## config.mk

```make
export PLATFORM = sky130hd
export DESIGN_NAME = mem_stage
export DESIGN_NICKNAME = d
export VERILOG_FILES = /design/src/rtl/mem_stage_pkg.sv /design/src/rtl/mem_stage_data_memory.sv /design/src/rtl/mem_stage.sv
export SDC_FILE = /design/constraint.sdc
export NUM_CORES = 2
export LEC_CHECK = 0
export CAP_MARGIN = 20
export CORE_UTILIZATION = 50
export DETAILED_ROUTE_END_ITERATION = 10
export PLACE_DENSITY = 0.76
export SYNTH_ARGS = -nofsm -noshare
export SYNTH_HDL_FRONTEND = slang
export SYNTH_SLANG_ARGS = --single-unit
export TNS_END_PERCENT = 20
```

## constraint.sdc

```tcl
create_clock -name clk -period 4.4 [get_ports clk]
set_input_delay 0.88 -clock clk [delete_from_list [all_inputs] [get_ports clk]]
set_output_delay 0.88 -clock clk [all_outputs]
set_load 0.05 [all_outputs]
```

## src/rtl/mem_stage_pkg.sv

```systemverilog
// Shared definitions for the memory stage: FSM state encoding and default
// geometry of the data memory.
package mem_stage_pkg;

  typedef enum logic {
    IDLE   = 1'b0,
    ACCESS = 1'b1
  } state_t;

  localparam int unsigned DEFAULT_ACCESS_CYCLES = 4;
  localparam int unsigned DEFAULT_MEM_BASE      = 1024;
  localparam int unsigned DEFAULT_MEM_DEPTH     = 64;

  // Word-index width; a single-word memory still needs one address bit.
  function automatic int unsigned addr_bits(input int unsigned depth);
    return (depth > 1) ? $clog2(depth) : 1;
  endfunction

endpackage

```

## src/rtl/mem_stage_data_memory.sv

```systemverilog
// Word-addressed data memory: synchronous write, asynchronous read.
// Contents are deliberately not reset.
module data_memory #(
  parameter int unsigned DEPTH = 64,
  parameter int unsigned AW    = 6
) (
  input  logic          clk,
  input  logic          we,
  input  logic [AW-1:0] addr,
  input  logic [31:0]   wdata,
  output logic [31:0]   rdata
);

  logic [31:0] mem [DEPTH];

  always_ff @(posedge clk) begin
    if (we) mem[addr] <= wdata;
  end

  assign rdata = mem[addr];

endmodule

```

## src/rtl/mem_stage.sv

```systemverilog
// MEM pipeline stage: multi-cycle load/store into a local data memory,
// stalling upstream through ready, then loading the MEM/WB register.
module mem_stage
  import mem_stage_pkg::*;
#(
  parameter int unsigned ACCESS_CYCLES = DEFAULT_ACCESS_CYCLES,
  parameter logic [31:0] MEM_BASE      = 32'(DEFAULT_MEM_BASE),
  parameter int unsigned MEM_DEPTH     = DEFAULT_MEM_DEPTH
) (
  input  logic        clk,
  input  logic        rst,
  input  logic        WB_en_in,
  input  logic        MEM_R_EN_in,
  input  logic        MEM_W_EN_in,
  input  logic [31:0] PC_in,
  input  logic [31:0] ALU_result_in,
  input  logic [31:0] ST_val_in,
  input  logic [3:0]  Dest_in,
  output logic        ready,
  output logic [31:0] PC,
  output logic [31:0] ALU_result,
  output logic [31:0] MEM_result,
  output logic        WB_en,
  output logic        MEM_R_EN,
  output logic [3:0]  Dest
);

  localparam int unsigned AW       = addr_bits(MEM_DEPTH);
  localparam logic [3:0]  LAST_CNT = 4'(ACCESS_CYCLES - 1);
  localparam logic [32:0] MEM_END  = {1'b0, MEM_BASE} + 33'(4 * MEM_DEPTH);

  state_t      state, state_nxt;
  logic [3:0]  cnt, cnt_nxt;
  logic        req, is_store, is_load, done, in_range, mem_we;
  logic [31:0] offset, rdata;
  logic [AW-1:0] word_idx;

  // Stores win when both enables are set.
  assign req      = MEM_R_EN_in | MEM_W_EN_in;
  assign is_store = MEM_W_EN_in;
  assign is_load  = MEM_R_EN_in & ~MEM_W_EN_in;

  assign offset   = ALU_result_in - MEM_BASE;
  assign word_idx = AW'(offset >> 2);
  assign in_range = ({1'b0, ALU_result_in} >= {1'b0, MEM_BASE}) &&
                    ({1'b0, ALU_result_in} <  MEM_END);

  assign done   = (state == ACCESS) && (cnt == LAST_CNT);
  assign mem_we = done & is_store & in_range;

  data_memory #(
    .DEPTH (MEM_DEPTH),
    .AW    (AW)
  ) u_mem (
    .clk   (clk),
    .we    (mem_we),
    .addr  (word_idx),
    .wdata (ST_val_in),
    .rdata (rdata)
  );

  // Handshake: ready=0 freezes upstream, which then holds every *_in input
  // stable; inputs are consumed only on a cycle where ready=1.
  always_comb begin
    state_nxt = state;
    cnt_nxt   = cnt;
    ready     = 1'b1;
    case (state)
      IDLE: begin
        if (req) begin
          state_nxt = ACCESS;
          cnt_nxt   = 4'd1;
          ready     = 1'b0;
        end
      end
      ACCESS: begin
        if (cnt < LAST_CNT) begin
          cnt_nxt = cnt + 4'd1;
          ready   = 1'b0;
        end else begin
          state_nxt = IDLE;
          cnt_nxt   = 4'd0;
        end
      end
      default: begin
        state_nxt = IDLE;
        cnt_nxt   = 4'd0;
      end
    endcase
  end

  always_ff @(posedge clk or posedge rst) begin
    if (rst) begin
      state <= IDLE;
      cnt   <= 4'd0;
    end else begin
      state <= state_nxt;
      cnt   <= cnt_nxt;
    end
  end

  // MEM/WB register: advance on ready, otherwise insert a bubble.
  always_ff @(posedge clk or posedge rst) begin
    if (rst) begin
      PC         <= 32'd0;
      ALU_result <= 32'd0;
      MEM_result <= 32'd0;
      WB_en      <= 1'b0;
      MEM_R_EN   <= 1'b0;
      Dest       <= 4'd0;
    end else if (ready) begin
      PC         <= PC_in;
      ALU_result <= ALU_result_in;
      MEM_result <= (is_load && in_range) ? rdata : 32'd0;
      WB_en      <= WB_en_in;
      MEM_R_EN   <= is_load;
      Dest       <= Dest_in;
    end else begin
      WB_en    <= 1'b0;
      MEM_R_EN <= 1'b0;
    end
  end

endmodule
```

==> metrics.cfg <==
[pwr]
ir_drop_v = 0.0005057
p_leak_nw = 31.18
power.density_nw_per_um2 = 464.6
total_power_w = 0.04508

[outcome]
outcome = finished, final reports clean

[place]
hpwl_um = 160900
io_buffers = 207
gp_congestion = 1.003

[timing]
fin_skew_ps = 34.16
setup_viol = 0
worstMarginPinSlew_ps = 1234
hold_viol = 0
post-route-period-util = 0.7959
relSlewSlack = 0.1771
fin_setup_tns_ps = 0
slew_viol_final = 0
fmax_mhz = 285.6
fin_crit_ps = 3502
rsz0062_at_grt = false

[route]
vias = 49780
drt-total-wl_um = 263800
viasPerCell = 6.978
route.detailed.drc = 0
first_pass_iters = 9
ant_nets = 0
drt_iter0_drc = 10290
avgRoutedWirePerCell_um = 36.98

[clock_tree]
clk_path_buf_depth = 3
ctsRootBufferMaster = clkbuf_16
h-tree-depth = 4
cts_inserted_buffers = 202
cts_tree = done
insertion_delay_ps = 870
postCtsHoldBufs = 0
clk_pin_slew_ps = 60
cts_resized = 0
cts.sinks = 2155
post_cts_buffers = 0

[synth]
synth_most_common_cell = edfxtp_1
syn_inst = 4306
syn_nets = 4412
yosysTopAreaCellShare = 0.7462
synth_compound_area_frac = 0.06723
ys_types = 71
synth_top_area_cell = edfxtp_1
synthMuxAreaShare = 0.1084
synth-seq-area-share = 0.7787
synth-async-reset-ratio = 0.04965
synth-xor-area-share = 0
avgSynthCellArea_um2 = 19.14
syn_area_um2 = 82410
yosys.area_share.adder = 0.0001518
ys_warn_count = 0
synth-seq-cells = 2155
synthTopCellsByArea = edfxtp_1 75%, mux4_2 6.9%, dfrtp_1 3.2%, mux2_2 2.2%, o22ai_1 1.8%
synth_ff_type = edfxtp_1
synth-simple-area-share = 0.02687
synth_common_cells = 2048 x edfxtp_1, 251 x mux4_2, 234 x o22ai_1
synth_edf_count = 2048
synth_top_family_by_area = multiplexers

[setup_path]
crit_path_frequent_cell = buf_4
path_cells = ha_1, or3_1, a21o_1, buf_4, buf_4
crit_path_start_kind = flop
crit_arrival_ps = 2620
slowest_stage = or3_1
crit_path_max_fanout = 26
end_kind = primary output
crit_type = reg2out
crit_path_max_incr_delay_ps = 410
critPathRequiredTime_ps = 3520

[die]
start_util = 0.5052
rows = 148
die_width_um = 408.0
die_h_um = 408.0
dieArea_um2 = 166500
io_pins = 208
coreArea_um2 = 163100

[global_route]
overflow = 0
antenna_found_initial = 23
use_met3 = 0.1343
grt_pass1_wl_um = 363700
grt_busiest_layer = met2
use_met2 = 0.4498
grt_pass1_vias = 47110
grt_max_degree = 85
gr-usage-met1 = 0.4070
grtUsageTotal = 0.3123

[flow_run]
max_cap_violations = 0

[layout]
fillers = 11100
drive_gt1_frac = 0.2345
nets = 4882
synthToLayoutAreaGrowth_pct = 17.75

[min_path]
min_path_type = in2reg

## worst max-delay path: cells and delay by family, from the launching register on
| kind | cells | cell delay, ps |
|---|---|---|
| flops | 1 | 400 |
| simple gates | 1 | 410 |
| compound gates | 1 | 280 |
| buf+inv | 2 | 470 |
| fa+ha+maj | 1 | 220 |
## power breakdown
part           total [W]  internal, W  switching, W
clock network     0.0172      0.00970       0.00754
logic            0.00489      0.00157       0.00331
registers         0.0230       0.0228      0.000175
total             0.0451       0.0340        0.0110
## per-layer routing
| layer | vias to the layer above | wire length (um) |
|---|---|---|
| li1 | 18720 | - |
| met1 | 24910 | 86770 |
| met2 | 5132 | 113700 |
| met3 | 998 | 47210 |
| met4 | 26 | 15880 |
| met5 | - | 309 |
## through the flow
step / util / instances / setup WS (ps) / area [um2] / hold WS [ps]
after floorplan: - / 4306 / 280.0 / 82410 / 468.7
after global placement: 0.5529 / 6732 / 402.1 / 90200 / 449.9
after detailed placement: 0.5535 / 6737 / 380.9 / 90300 / 460.3
after CTS: 0.5935 / 7117 / 866.6 / 96820 / 351.9
after global routing: 0.5948 / 7130 / 811.7 / 97030 / 358.5
final: 0.5948 / 7134 / 898.3 / 97040 / 352.4
## final timing paths
path,startpoint,end,slack (ps),cells past startpoint
min in group asynchronous,rst,PC[25],640,2
worst min register to register,ALU_result[27],ALU_result[27],470,2
worst min-delay path,ST_val_in[10],u_mem.mem[41][10],350,1
worst max-delay path,cnt[0],ready,900,5
worst max register to register,cnt[0],MEM_result[1],1660,8
max in group asynchronous,rst,ALU_result[11],2990,3
## state kept, by name, summed over array words and instances (netlist names)
name / count
MEM_R_EN: 1
PC: 32
state: 1
ALU_result: 32
MEM_result: 32
cnt: 4
u_mem.mem: 2048
WB_en: 1
Dest: 4
## placed cells by master, fill, tap and decap left out, drive strengths merged, types with 30 or more instances in the layout
cell type      count
mux4             251
mux2             173
o22ai            234
a211oi            30
nand2            221
nor2             154
o221ai           110
a21oi            101
edfxtp          2048
dfrtp            107
buf              376
clkbuf           275
a22oi             32
clkdlybuf4s50    171
o21ai            112
clkinv            83
mux2i            133
## logic make-up (layout without fill, tap and decap cells)
kind of cell               after synthesis  in the layout
and+or+nand+nor                        504            504
DFF                                   2155           2155
other                                    0              7
adders and majority gates                1              1
AOI/OAI and AO/OA                      800            800
muxes                                  557            557
buffers and inverters                  289            935
## layout make-up
| class | count | area, um2 | area share |
|---|---|---|---|
| sequential | 2155 | 64180 | 0.6613 |
| tap | 2175 | 2721 | 0.02804 |
| multi-input combinational | 1862 | 17230 | 0.1776 |
| clock buffer | 275 | 5493 | 0.05660 |
| antenna | 7 | 17.52 | 0.0001805 |
| inverter | 8 | 42.54 | 0.0004384 |
| clock inverter | 105 | 1031 | 0.01062 |
| timing repair buffer | 547 | 6329 | 0.06521 |
(Power assumes the default switching activity.)
